**src/rtl/rv32m_multicycle_muldiv_if.sv**
```systemverilog
`default_nettype none
// ============================================================================
// rv32m_multicycle_muldiv_if
// Request/response handshake bundle for the iterative RV32M mul/div unit.
// Revision: 1.0
// ============================================================================
interface rv32m_multicycle_muldiv_if #(
    parameter int XLEN = 32
);
    logic            in_valid;
    logic            in_ready;
    logic [2:0]      funct3;
    logic [XLEN-1:0] a;
    logic [XLEN-1:0] b;
    logic            out_valid;
    logic            out_ready;
    logic [XLEN-1:0] result;
    logic            busy;

    modport master (
        output in_valid, funct3, a, b, out_ready,
        input  in_ready, out_valid, result, busy
    );

    modport slave (
        input  in_valid, funct3, a, b, out_ready,
        output in_ready, out_valid, result, busy
    );
endinterface
`default_nettype wire

```
**src/rtl/rv32m_multicycle_muldiv.sv**
```systemverilog
`default_nettype none
// ============================================================================
// rv32m_multicycle_muldiv
// Radix-2 iterative RV32M multiply/divide unit, one operand bit per cycle.
// Optional: MULDIV_EARLY_OUT_EN ends multiplies once the multiplier is spent.
// Revision: 1.0
// ============================================================================
module rv32m_multicycle_muldiv #(
    parameter int XLEN = 32
) (
    input  wire logic                clk,
    input  wire logic                rst,
    input  wire logic                ena,
    rv32m_multicycle_muldiv_if.slave bus
);
    localparam int CNT_W = $clog2(XLEN) + 1;

    localparam logic [2:0] c_F3_MULH   = 3'b001;
    localparam logic [2:0] c_F3_MULHSU = 3'b010;
    localparam logic [2:0] c_F3_DIV    = 3'b100;
    localparam logic [2:0] c_F3_REM    = 3'b110;

    typedef enum logic [1:0] {
        S_IDLE = 2'd0,
        S_CALC = 2'd1,
        S_FAST = 2'd2,
        S_DONE = 2'd3
    } state_t;

    state_t r_state;
    state_t w_state_next;

    logic [2:0]        r_op;
    logic              r_neg;
    logic [CNT_W-1:0]  r_cnt;
    logic [2*XLEN-1:0] r_acc;   // product accumulator / remainder (low half) / fast result
    logic [2*XLEN-1:0] r_sh;    // multiplicand shifting left / divisor (low half)
    logic [XLEN-1:0]   r_lo;    // multiplier shifting right / dividend becoming quotient
    logic [XLEN-1:0]   r_result;

    // ------------------------------------------------------------------
    // Request decode, operand magnitudes and special cases
    // ------------------------------------------------------------------
    logic              w_accept;
    logic              w_in_div;
    logic              w_a_signed;
    logic              w_b_signed;
    logic              w_a_neg;
    logic              w_b_neg;
    logic [XLEN-1:0]   w_mag_a;
    logic [XLEN-1:0]   w_mag_b;
    logic              w_b_zero;
    logic              w_ovf;
    logic              w_special;
    logic [XLEN-1:0]   w_fast_res;
    logic              w_res_neg;

    assign w_accept   = ena & bus.in_valid & (r_state == S_IDLE);
    assign w_in_div   = bus.funct3[2];
    assign w_a_signed = (bus.funct3 == c_F3_MULH) | (bus.funct3 == c_F3_MULHSU) |
                        (bus.funct3 == c_F3_DIV)  | (bus.funct3 == c_F3_REM);
    assign w_b_signed = (bus.funct3 == c_F3_MULH) | (bus.funct3 == c_F3_DIV) |
                        (bus.funct3 == c_F3_REM);
    assign w_a_neg    = w_a_signed & bus.a[XLEN-1];
    assign w_b_neg    = w_b_signed & bus.b[XLEN-1];
    assign w_mag_a    = w_a_neg ? -bus.a : bus.a;
    assign w_mag_b    = w_b_neg ? -bus.b : bus.b;

    assign w_b_zero   = (bus.b == {XLEN{1'b0}});
    assign w_ovf      = (bus.funct3 == c_F3_DIV || bus.funct3 == c_F3_REM) &&
                        (bus.a == {1'b1, {(XLEN-1){1'b0}}}) && (&bus.b);
    assign w_special  = w_in_div & (w_b_zero | w_ovf);
    // funct3[1] separates REM* from DIV* among the divide ops
    assign w_fast_res = w_b_zero ? (bus.funct3[1] ? bus.a : {XLEN{1'b1}})
                                 : (bus.funct3[1] ? {XLEN{1'b0}} : bus.a);

    // REM follows the dividend only; everything else (MULHSU included, since
    // its b is never negative here) negates when the operand signs differ.
    assign w_res_neg  = (bus.funct3 == c_F3_REM) ? w_a_neg : (w_a_neg ^ w_b_neg);

    // ------------------------------------------------------------------
    // One iteration of the unsigned core
    // ------------------------------------------------------------------
    logic [2*XLEN-1:0] w_mul_acc;
    logic [XLEN:0]     w_trial;
    logic              w_qbit;
    logic [XLEN-1:0]   w_rem_next;
    logic [XLEN-1:0]   w_quo_next;
    logic [2*XLEN-1:0] w_prod_fix;
    logic [XLEN-1:0]   w_div_pick;
    logic [XLEN-1:0]   w_div_fix;
    logic [XLEN-1:0]   w_calc_res;
    logic              w_early;
    logic              w_last;

    assign w_mul_acc  = r_acc + (r_lo[0] ? r_sh : {(2*XLEN){1'b0}});

    assign w_trial    = {r_acc[XLEN-1:0], r_lo[XLEN-1]} - {1'b0, r_sh[XLEN-1:0]};
    assign w_qbit     = ~w_trial[XLEN];
    // Without a subtraction the shifted remainder is below the divisor, so
    // dropping r_acc[XLEN-1] loses nothing.
    assign w_rem_next = w_qbit ? w_trial[XLEN-1:0] : {r_acc[XLEN-2:0], r_lo[XLEN-1]};
    assign w_quo_next = {r_lo[XLEN-2:0], w_qbit};

    assign w_prod_fix = r_neg ? -w_mul_acc : w_mul_acc;
    assign w_div_pick = r_op[1] ? w_rem_next : w_quo_next;
    assign w_div_fix  = r_neg ? -w_div_pick : w_div_pick;
    assign w_calc_res = r_op[2] ? w_div_fix
                      : ((r_op[1:0] == 2'b00) ? w_prod_fix[XLEN-1:0]
                                              : w_prod_fix[2*XLEN-1:XLEN]);

`ifdef MULDIV_EARLY_OUT_EN
    assign w_early = ~r_op[2] & (r_lo[XLEN-1:1] == {(XLEN-1){1'b0}});
`else
    assign w_early = 1'b0;
`endif

    assign w_last = (r_cnt == CNT_W'(1)) | w_early;

    // ------------------------------------------------------------------
    // Control FSM
    // ------------------------------------------------------------------
    always_ff @(posedge clk) begin
        if (rst) begin
            r_state <= S_IDLE;
        end else begin
            r_state <= w_state_next;
        end
    end

    always_comb begin
        w_state_next = r_state;
        if (ena) begin
            case (r_state)
                S_IDLE: begin
                    if (bus.in_valid) begin
                        w_state_next = w_special ? S_FAST : S_CALC;
                    end
                end
                S_CALC: begin
                    if (w_last) begin
                        w_state_next = S_DONE;
                    end
                end
                S_FAST: w_state_next = S_DONE;
                S_DONE: begin
                    if (bus.out_ready) begin
                        w_state_next = S_IDLE;
                    end
                end
                default: w_state_next = S_IDLE;
            endcase
        end
    end

    // ------------------------------------------------------------------
    // Datapath registers
    // ------------------------------------------------------------------
    always_ff @(posedge clk) begin
        if (rst) begin
            r_op     <= 3'b000;
            r_neg    <= 1'b0;
            r_cnt    <= {CNT_W{1'b0}};
            r_acc    <= {(2*XLEN){1'b0}};
            r_sh     <= {(2*XLEN){1'b0}};
            r_lo     <= {XLEN{1'b0}};
            r_result <= {XLEN{1'b0}};
        end else if (ena) begin
            case (r_state)
                S_IDLE: begin
                    if (w_accept) begin
                        r_op  <= bus.funct3;
                        r_neg <= w_res_neg;
                        r_cnt <= CNT_W'(XLEN);
                        r_acc <= w_special ? {{XLEN{1'b0}}, w_fast_res} : {(2*XLEN){1'b0}};
                        r_sh  <= {{XLEN{1'b0}}, (w_in_div ? w_mag_b : w_mag_a)};
                        r_lo  <= w_in_div ? w_mag_a : w_mag_b;
                    end
                end
                S_CALC: begin
                    if (r_op[2]) begin
                        r_acc <= {{XLEN{1'b0}}, w_rem_next};
                        r_lo  <= w_quo_next;
                    end else begin
                        r_acc <= w_mul_acc;
                        r_sh  <= r_sh << 1;
                        r_lo  <= r_lo >> 1;
                    end
                    r_cnt <= w_last ? {CNT_W{1'b0}} : (r_cnt - CNT_W'(1));
                    if (w_last) begin
                        r_result <= w_calc_res;
                    end
                end
                S_FAST: r_result <= r_acc[XLEN-1:0];
                default: ;
            endcase
        end
    end

    assign bus.in_ready  = (r_state == S_IDLE);
    assign bus.out_valid = (r_state == S_DONE);
    assign bus.busy      = (r_state != S_IDLE);
    assign bus.result    = r_result;

endmodule
`default_nettype wire

```
**src/flat_wrapper.sv**
```systemverilog
// flat-port wrapper written by rule: the top's interface ports become plain ports
module rv32m_multicycle_muldiv_flat 
#(
    parameter int XLEN = 32
)
  (clk, rst, ena, bus_in_valid, bus_funct3, bus_a, bus_b, bus_out_ready, bus_in_ready, bus_out_valid, bus_result, bus_busy);
  rv32m_multicycle_muldiv_if #(.XLEN(XLEN)) bus_i ();
  input  wire logic clk;
  input  wire logic rst;
  input  wire logic ena;
  input wire logic [$bits(bus_i.in_valid)-1:0] bus_in_valid;
  input wire logic [$bits(bus_i.funct3)-1:0] bus_funct3;
  input wire logic [$bits(bus_i.a)-1:0] bus_a;
  input wire logic [$bits(bus_i.b)-1:0] bus_b;
  input wire logic [$bits(bus_i.out_ready)-1:0] bus_out_ready;
  output wire logic [$bits(bus_i.in_ready)-1:0] bus_in_ready;
  output wire logic [$bits(bus_i.out_valid)-1:0] bus_out_valid;
  output wire logic [$bits(bus_i.result)-1:0] bus_result;
  output wire logic [$bits(bus_i.busy)-1:0] bus_busy;
  assign bus_i.in_valid = bus_in_valid;
  assign bus_i.funct3 = bus_funct3;
  assign bus_i.a = bus_a;
  assign bus_i.b = bus_b;
  assign bus_i.out_ready = bus_out_ready;
  assign bus_in_ready = bus_i.in_ready;
  assign bus_out_valid = bus_i.out_valid;
  assign bus_result = bus_i.result;
  assign bus_busy = bus_i.busy;
  rv32m_multicycle_muldiv #(.XLEN(XLEN)) u_core (.clk(clk), .rst(rst), .ena(ena), .bus(bus_i));
endmodule
```
**config.mk**
```make
export PLATFORM = sky130hd
export DESIGN_NAME = rv32m_multicycle_muldiv_flat
export DESIGN_NICKNAME = d
export VERILOG_FILES = /design/src/rtl/rv32m_multicycle_muldiv_if.sv /design/src/rtl/rv32m_multicycle_muldiv.sv /design/src/flat_wrapper.sv
export SDC_FILE = /design/constraint.sdc
export NUM_CORES = 1
export LEC_CHECK = 0
export BUFFER_PORTS_ARGS = -buffer_cell sky130_fd_sc_hd__buf_2
export CORE_MARGIN = 10
export CORE_UTILIZATION = 25
export DETAILED_ROUTE_END_ITERATION = 16
export GPL_ROUTABILITY_DRIVEN = 0
export HOLD_SLACK_MARGIN = 0.03
export PLACE_DENSITY = 0.48
export SYNTH_ARGS = -nofsm -noshare
export SYNTH_HDL_FRONTEND = slang
export SYNTH_SLANG_ARGS = --single-unit
```
**constraint.sdc**
```tcl
create_clock -name clk -period 15.4 [get_ports clk]
set_input_delay 3.08 -clock clk [delete_from_list [all_inputs] [get_ports clk]]
set_output_delay 3.08 -clock clk [all_outputs]
set_load 0.02 [all_outputs]
```
# After elaboration in Yosys (flattened, before gate mapping)
# Index checks and enable logic that the tools add are counted.
[word_totals]
regBits = 204
latch_bits = 0
ram_bits = 0
mem_bits_ro = 0
in_bits = 72
output_inout_bits = 35
wordCells = 92
mem_count = 0
[classes]
addsub = 7
multipliers = 0
n_div = 0
order_cmp = 0
n_eq_ne = 14
shift = 0
muxes = 35
n_bitwise = 13
reduce_logical = 15
[op_table]
columns = ["operator", "n"]
rows = [
  ["$mux W32", 16],
  ["$mux W64", 6],
  ["$pmux W64 S2", 2],
  ["$pmux W32 S2", 2],
  ["$neg A32 Y32", 3],
  ["$add A64 B64 Y64", 1],
  ["$neg A64 Y64", 1],
  ["$sub A33 B32 Y33", 1],
  ["$eq A32 B32 Y1 const B", 1],
  ["$logic_not A32 Y1", 1],
  ["$reduce_and A32 Y1", 1],
  ["$mux W6", 2],
  ["$pmux W6 S2", 1],
  ["$reduce_and A3 Y1", 3],
  ["$mux W2", 4],
  ["$pmux W2 S4", 1],
  ["$reduce_and A4 Y1", 2],
  ["$eq A3 B3 Y1 const B", 2],
  ["$eq A6 B1 Y1 const B", 1],
  ["$ne A2 B2 Y1 const B", 3],
  ["$or A1 B1 Y1", 6],
  ["$reduce_bool A2 Y1", 3],
  ["$sub A6 B1 Y6 const B", 1],
  ["$and A1 B1 Y1", 5],
  ["11 further kinds", 15],
]

# Logic depth before layout (Yosys ltp)
[logic_depth]
word_depth = 9
depth_mapped = 25
mapped_depth_nobuf = 20

# Worst setup path before layout
# OpenSTA, ideal clock, no wires.
[synth_timing]
path_type = "input port to flip-flop"
start = "input port bus_a[2]"
end = "register u_core.r_acc[11]"
setup_time_ns = 0.091
t_arrival_ns = 6.042
required_time_ns = 15.309
path_slack_ns = 9.267
path_stages = 12
n_path_buf = 1
path_cell_list = "or4_1 nor4_1 and2_1 nand2_1 or4_1 nor2b_1 and3_1 o21ai_0 nor2_1 clkbuf_1 o211ai_1 a311oi_1"
[synth_between]
elab_chain_cells = 8
[synth_rtl]
columns = ["element", "line_no", "rtl"]
rows = [
  ["start: declaration", "flat_wrapper.sv:13", "input wire logic [$bits(bus_i.a)-1:0] bus_a;"],
  ["$eq A32 B32 Y1", "rv32m_multicycle_muldiv.sv:71", "(bus.a == {1'b1, {(XLEN-1){1'b0}}}) && (&bus.b);"],
  ["$logic_and A1 B1 Y1", "rv32m_multicycle_muldiv.sv:70", "assign w_ovf = (bus.funct3 == c_F3_DIV || bus.funct3 == c_F3_REM) &&"],
  ["$logic_and A1 B1 Y1", "rv32m_multicycle_muldiv.sv:71", ""],
  ["$or A1 B1 Y1", "rv32m_multicycle_muldiv.sv:72", "assign w_special = w_in_div & (w_b_zero | w_ovf);"],
  ["$and A1 B1 Y1", "rv32m_multicycle_muldiv.sv:72", ""],
  ["$mux W32", "rv32m_multicycle_muldiv.sv:175", "r_acc <= w_special ? {{XLEN{1'b0}}, w_fast_res} : {(2*XLEN){1'b0}};"],
  ["$mux W64", "rv32m_multicycle_muldiv.sv:171", "if (w_accept) begin"],
  ["$pmux W64 S2", "rv32m_multicycle_muldiv.sv:169", "case (r_state)"],
  ["end signal: assignment", "rv32m_multicycle_muldiv.sv:175", ""],
  ["end signal: assignment", "rv32m_multicycle_muldiv.sv:182", "r_acc <= {{XLEN{1'b0}}, w_rem_next};"],
  ["end signal: assignment", "rv32m_multicycle_muldiv.sv:185", "r_acc <= w_mul_acc;"],
  ["end: declaration", "rv32m_multicycle_muldiv.sv:36", "logic [2*XLEN-1:0] r_acc;"],
]
# No other way between the ends. The select of a mux whose other input is x is not followed.
# A chain may end at the register's enable or synchronous reset.

# Worst setup path after layout
[layout_timing]
start = "register u_core.r_sh[1]"
end = "register u_core.r_result[8], in the netlist u_core.bus.result[8]"
[layout_between]
elab_chain_cells = 8
word_cells_on_any_way = 14
cone_classes = "add/sub: 4; mux: 9; bitwise: 1"
[layout_rtl]
columns = ["element", "line_no", "rtl"]
rows = [
  ["start: declaration", "rv32m_multicycle_muldiv.sv:37", "logic [2*XLEN-1:0] r_sh;"],
  ["start signal: assignment", "rv32m_multicycle_muldiv.sv:165", "r_sh <= {(2*XLEN){1'b0}};"],
  ["start signal: assignment", "rv32m_multicycle_muldiv.sv:176", "r_sh <= {{XLEN{1'b0}}, (w_in_div ? w_mag_b : w_mag_a)};"],
  ["start signal: assignment", "rv32m_multicycle_muldiv.sv:186", "r_sh <= r_sh << 1;"],
  ["$mux W64 or $sub A33 B32 Y33 (tied branches)", "rv32m_multicycle_muldiv.sv:96, rv32m_multicycle_muldiv.sv:98", ""],
  ["$add A64 B64 Y64, or another cell as far along", "rv32m_multicycle_muldiv.sv:96", "assign w_mul_acc = r_acc + (r_lo[0] ? r_sh : {(2*XLEN){1'b0}});"],
  ["$neg A64 Y64 or $mux W32 (tied branches)", "rv32m_multicycle_muldiv.sv:105, rv32m_multicycle_muldiv.sv:106", ""],
  ["$mux W64 or $neg A32 Y32 (tied branches)", "rv32m_multicycle_muldiv.sv:105, rv32m_multicycle_muldiv.sv:107", ""],
  ["$mux W32 (on tied branches)", "rv32m_multicycle_muldiv.sv:109, rv32m_multicycle_muldiv.sv:107", ""],
  ["$mux W32 (*)", "rv32m_multicycle_muldiv.sv:108", "assign w_calc_res = r_op[2] ? w_div_fix"],
  ["$mux W32 (*)", "rv32m_multicycle_muldiv.sv:190", "if (w_last) begin"],
  ["$pmux W32 S2 (*)", "rv32m_multicycle_muldiv.sv:169", ""],
  ["end signal: assignment", "rv32m_multicycle_muldiv.sv:167", "r_result <= {XLEN{1'b0}};"],
  ["end signal: assignment", "rv32m_multicycle_muldiv.sv:191", "r_result <= w_calc_res;"],
  ["end signal: assignment", "rv32m_multicycle_muldiv.sv:194", "S_FAST: r_result <= r_acc[XLEN-1:0];"],
  ["end: declaration", "rv32m_multicycle_muldiv.sv:39", "logic [XLEN-1:0] r_result;"],
]
# Mark *: on every way between the ends. The rest lies on a longest branch, timed or not. The select of a mux whose other input is x is not followed.

==> out/results.tsv <==
metric	value	unit
status	completed	
final setup fails	0	
DRC Markers	0	
Critical Path AT	7230	ps
Global Route Usage Sum	19.47	%
sequential-to-total area share from yosys stat	17.90	%
I/O Buffers	106	
DR vias	25550	
post-route setup TNS	0	ps
I/O Pins	107	
f_max	0.1488	GHz
Die W	322.1	um
Routed Antenna Nets	0	
unrepaired setup endpoints after global routing	false	
hold buffer count at CTS	0	
fraction of layout cells with a size suffix above 1	8.720	%
switching share of power	46.77	%
Tcrit/Tclk final	43.63	%
row count	110	
initial antenna violation count	4	
post-placement cell count	4364	
CTS buffer count	25	
Post-synth top cells	nor2_1 (432), nand2_1 (299), a21oi_1 (261), clkbuf_1 (204), dfxtp_1 (204)	
first-pass GRT wire length	157600	um
pin count of the biggest net entering global routing	74	
P_int	1.308	mW
max-cap viol count	0	
Synth Flop Type	dfxtp_1	
CTS H-tree depth	1	
Avg WL per Cell	24.06	um
Yosys top cell by area	dfxtp_1	
WHS	459.0	ps
DR vias/cell	5.788	
grt ovf	0	
Post-Layout Cell Count	4414	
vias in the first global route	23950	
Psw	1.149	mW
clk_lat worst skew	600	ps
Core ar.	90290	sq um
root buffer cell	clkbuf_16	
count of warnings emitted by yosys	0	
Die ar.	103800	sq um
Synthesized Nets	3460	
Synth Instances	3280	
startpoint type of the worst setup path	register	
Syn-to-layout area delta	9.952	%
worst rel slew slack	25.41	%
Starting DRT DRC Count	2936	
Setup Crit Path Kind	reg2reg	
most common cell in the netlist	nor2_1	
Layout fillers	10060	
Crit. End Element	register	
Pwr per Cell Area	97.95	nW/um^2
Pins Over Slew Limit	0	
Worst R2R Path Depth	18	
clk slew on worst S/H paths	70	ps
CP max FO	24	
EDFF count, synth	0	
Post-Route Skew	36.54	ps
Synth cell types	98	
Comb pwr share	48.2	%
die height	322.1	um
top cells by area, synth	dfxtp_1 (18%), nor2_1 (7.1%), ha_1 (5.8%)	
post-synth top area share	17.90	%
Final Hold Fails	0	
Period minus WS final	6718	ps
Initial Utilization	25.27	%
Mean Syn Cell Area	6.957	sq um
asr flop ratio synth	0	%
#FFs+latches synth	204	
Clk pwr share	25.0	%
Post-layout nets	3395	
sequential share of power	26.8	%
Worst-Margin Slew	1116	ps
1st-pass router iterations	6	
CTS Sinks	204	
Max VDD drop	72.54	uV
Placement Setup Slack	8475	ps
hold-critical path depth	2	
post-cts resize count	0	
setup ws final	8682	ps
Hold WC Path Type	reg2reg	
Post-DP HPWL	82440	um
clock buffer depth	3	
Netlist Area Pre-Place	22820	sq um
setup bufs post-CTS	0	
critical path required time	15910	ps
Lkg Pwr	9.338	nW
CTS tree	done	
final wirelength	106200	um
==> worst max-delay path, stage by stage, from the launching register on <==
cell       delay (ps)
dfxtp_1           420
inv_1             160
fa_1              510
a211oi_1          660
o211a_1           260
nand4bb_1         240
a21o_1            180
o211a_2           600
buf_4             420
mux2i_1           270
nor2_1             60
a21oi_1           170
ha_1              230
or4b_2            700
o21ai_0           240
xor2_1            140
a2111oi_0         920
o31ai_1           310
nand2_1           120
==> registers in the layout, summed over array words and instances, names as in the netlist <==
| name | count |
|---|---|
| u_core.r_acc | 64 |
| u_core.r_sh | 64 |
| u_core.bus.result | 32 |
| u_core.r_lo | 32 |
| u_core.r_cnt | 6 |
| u_core.r_op | 3 |
| u_core.r_state | 2 |
| u_core.r_neg | 1 |
==> layout by cell type (no fill, tap or decap), types with 39 or more instances in the layout <==
master,synthesis,final
a211oi_1,131,131
a21o_1,43,43
a21oi_1,261,260
a221oi_1,45,45
a22oi_1,66,66
a31oi_1,42,42
and2_1,122,121
buf_2,10,105
buf_4,0,41
dfxtp_1,204,200
ha_1,106,105
inv_1,85,85
mux2i_1,75,75
nand2_1,299,297
nand3_1,47,47
nand4_1,52,52
nor2_1,432,430
nor3_1,122,121
nor4_1,39,39
o21ai_0,186,186
xnor2_1,102,102
xor2_1,81,81
==> stage by stage <==
stage | total power [mW] | area (sq um) | util, %
after floorplan | 1.431 | 22820 | -
after global placement | 1.818 | 24250 | 26.86
after detailed placement | 1.811 | 24250 | 26.86
after CTS | 2.431 | 25080 | 27.78
after global routing | 2.569 | 25080 | 27.78
final | 2.458 | 25090 | 27.79
==> cell type report <==
class | count | area, sq um | share of cell area, %
timing repair buffer | 147 | 844.6 | 3.366
inverter | 87 | 326.6 | 1.302
clock buffer | 40 | 772.0 | 3.077
multi-input combinational | 2750 | 17520 | 69.82
clock inverter | 6 | 55.05 | 0.2194
tap | 1176 | 1471 | 5.865
sequential | 204 | 4091 | 16.31
antenna | 4 | 10.01 | 0.03990
==> metal layers <==
layer / global-route usage [%] / part of all wire (%)
met1: 26.82 / 45
met2: 29.85 / 43
met3: 2.945 / 8.0
met4: 8.068 / 4.8
met5: 0 / 0.024
==> power groups by stage <==
stage | clock [mW] | combinational, mW | sequential (mW)
after global placement | 0 | 1.15 | 0.664
final | 0.613 | 1.19 | 0.659
after global routing | 0.644 | 1.27 | 0.658
after floorplan | 0 | 0.813 | 0.618
after detailed placement | 0 | 1.15 | 0.664
after CTS | 0.625 | 1.15 | 0.652
==> kinds of logic (layout without fill, tap and decap cells) <==
| logic type | count (synthesis) | in the layout | share of synthesized area (%) |
|---|---|---|---|
| other cells | 0 | 4 | 0 |
| flops | 204 | 204 | 17.90 |
| fa+ha+maj | 108 | 108 | 5.988 |
| compound gates | 1072 | 1072 | 31.69 |
| simple gates | 1278 | 1278 | 26.83 |
| xor+xnor | 183 | 183 | 7.024 |
| buf+inv | 326 | 280 | 5.582 |
| mux | 109 | 109 | 4.984 |
==> path summary, 6_finish.rpt <==
path	start	to	slack, ps
worst max-delay path	u_core.r_sh[1]	u_core.bus.result[8]	8680
worst min-delay path	u_core.bus.result[17]	u_core.bus.result[17]	460
worst min register to register	u_core.bus.result[17]	u_core.bus.result[17]	460
worst max register to register	u_core.r_sh[1]	u_core.bus.result[8]	8680
Note: power is estimated with default switching activity, not from simulation.
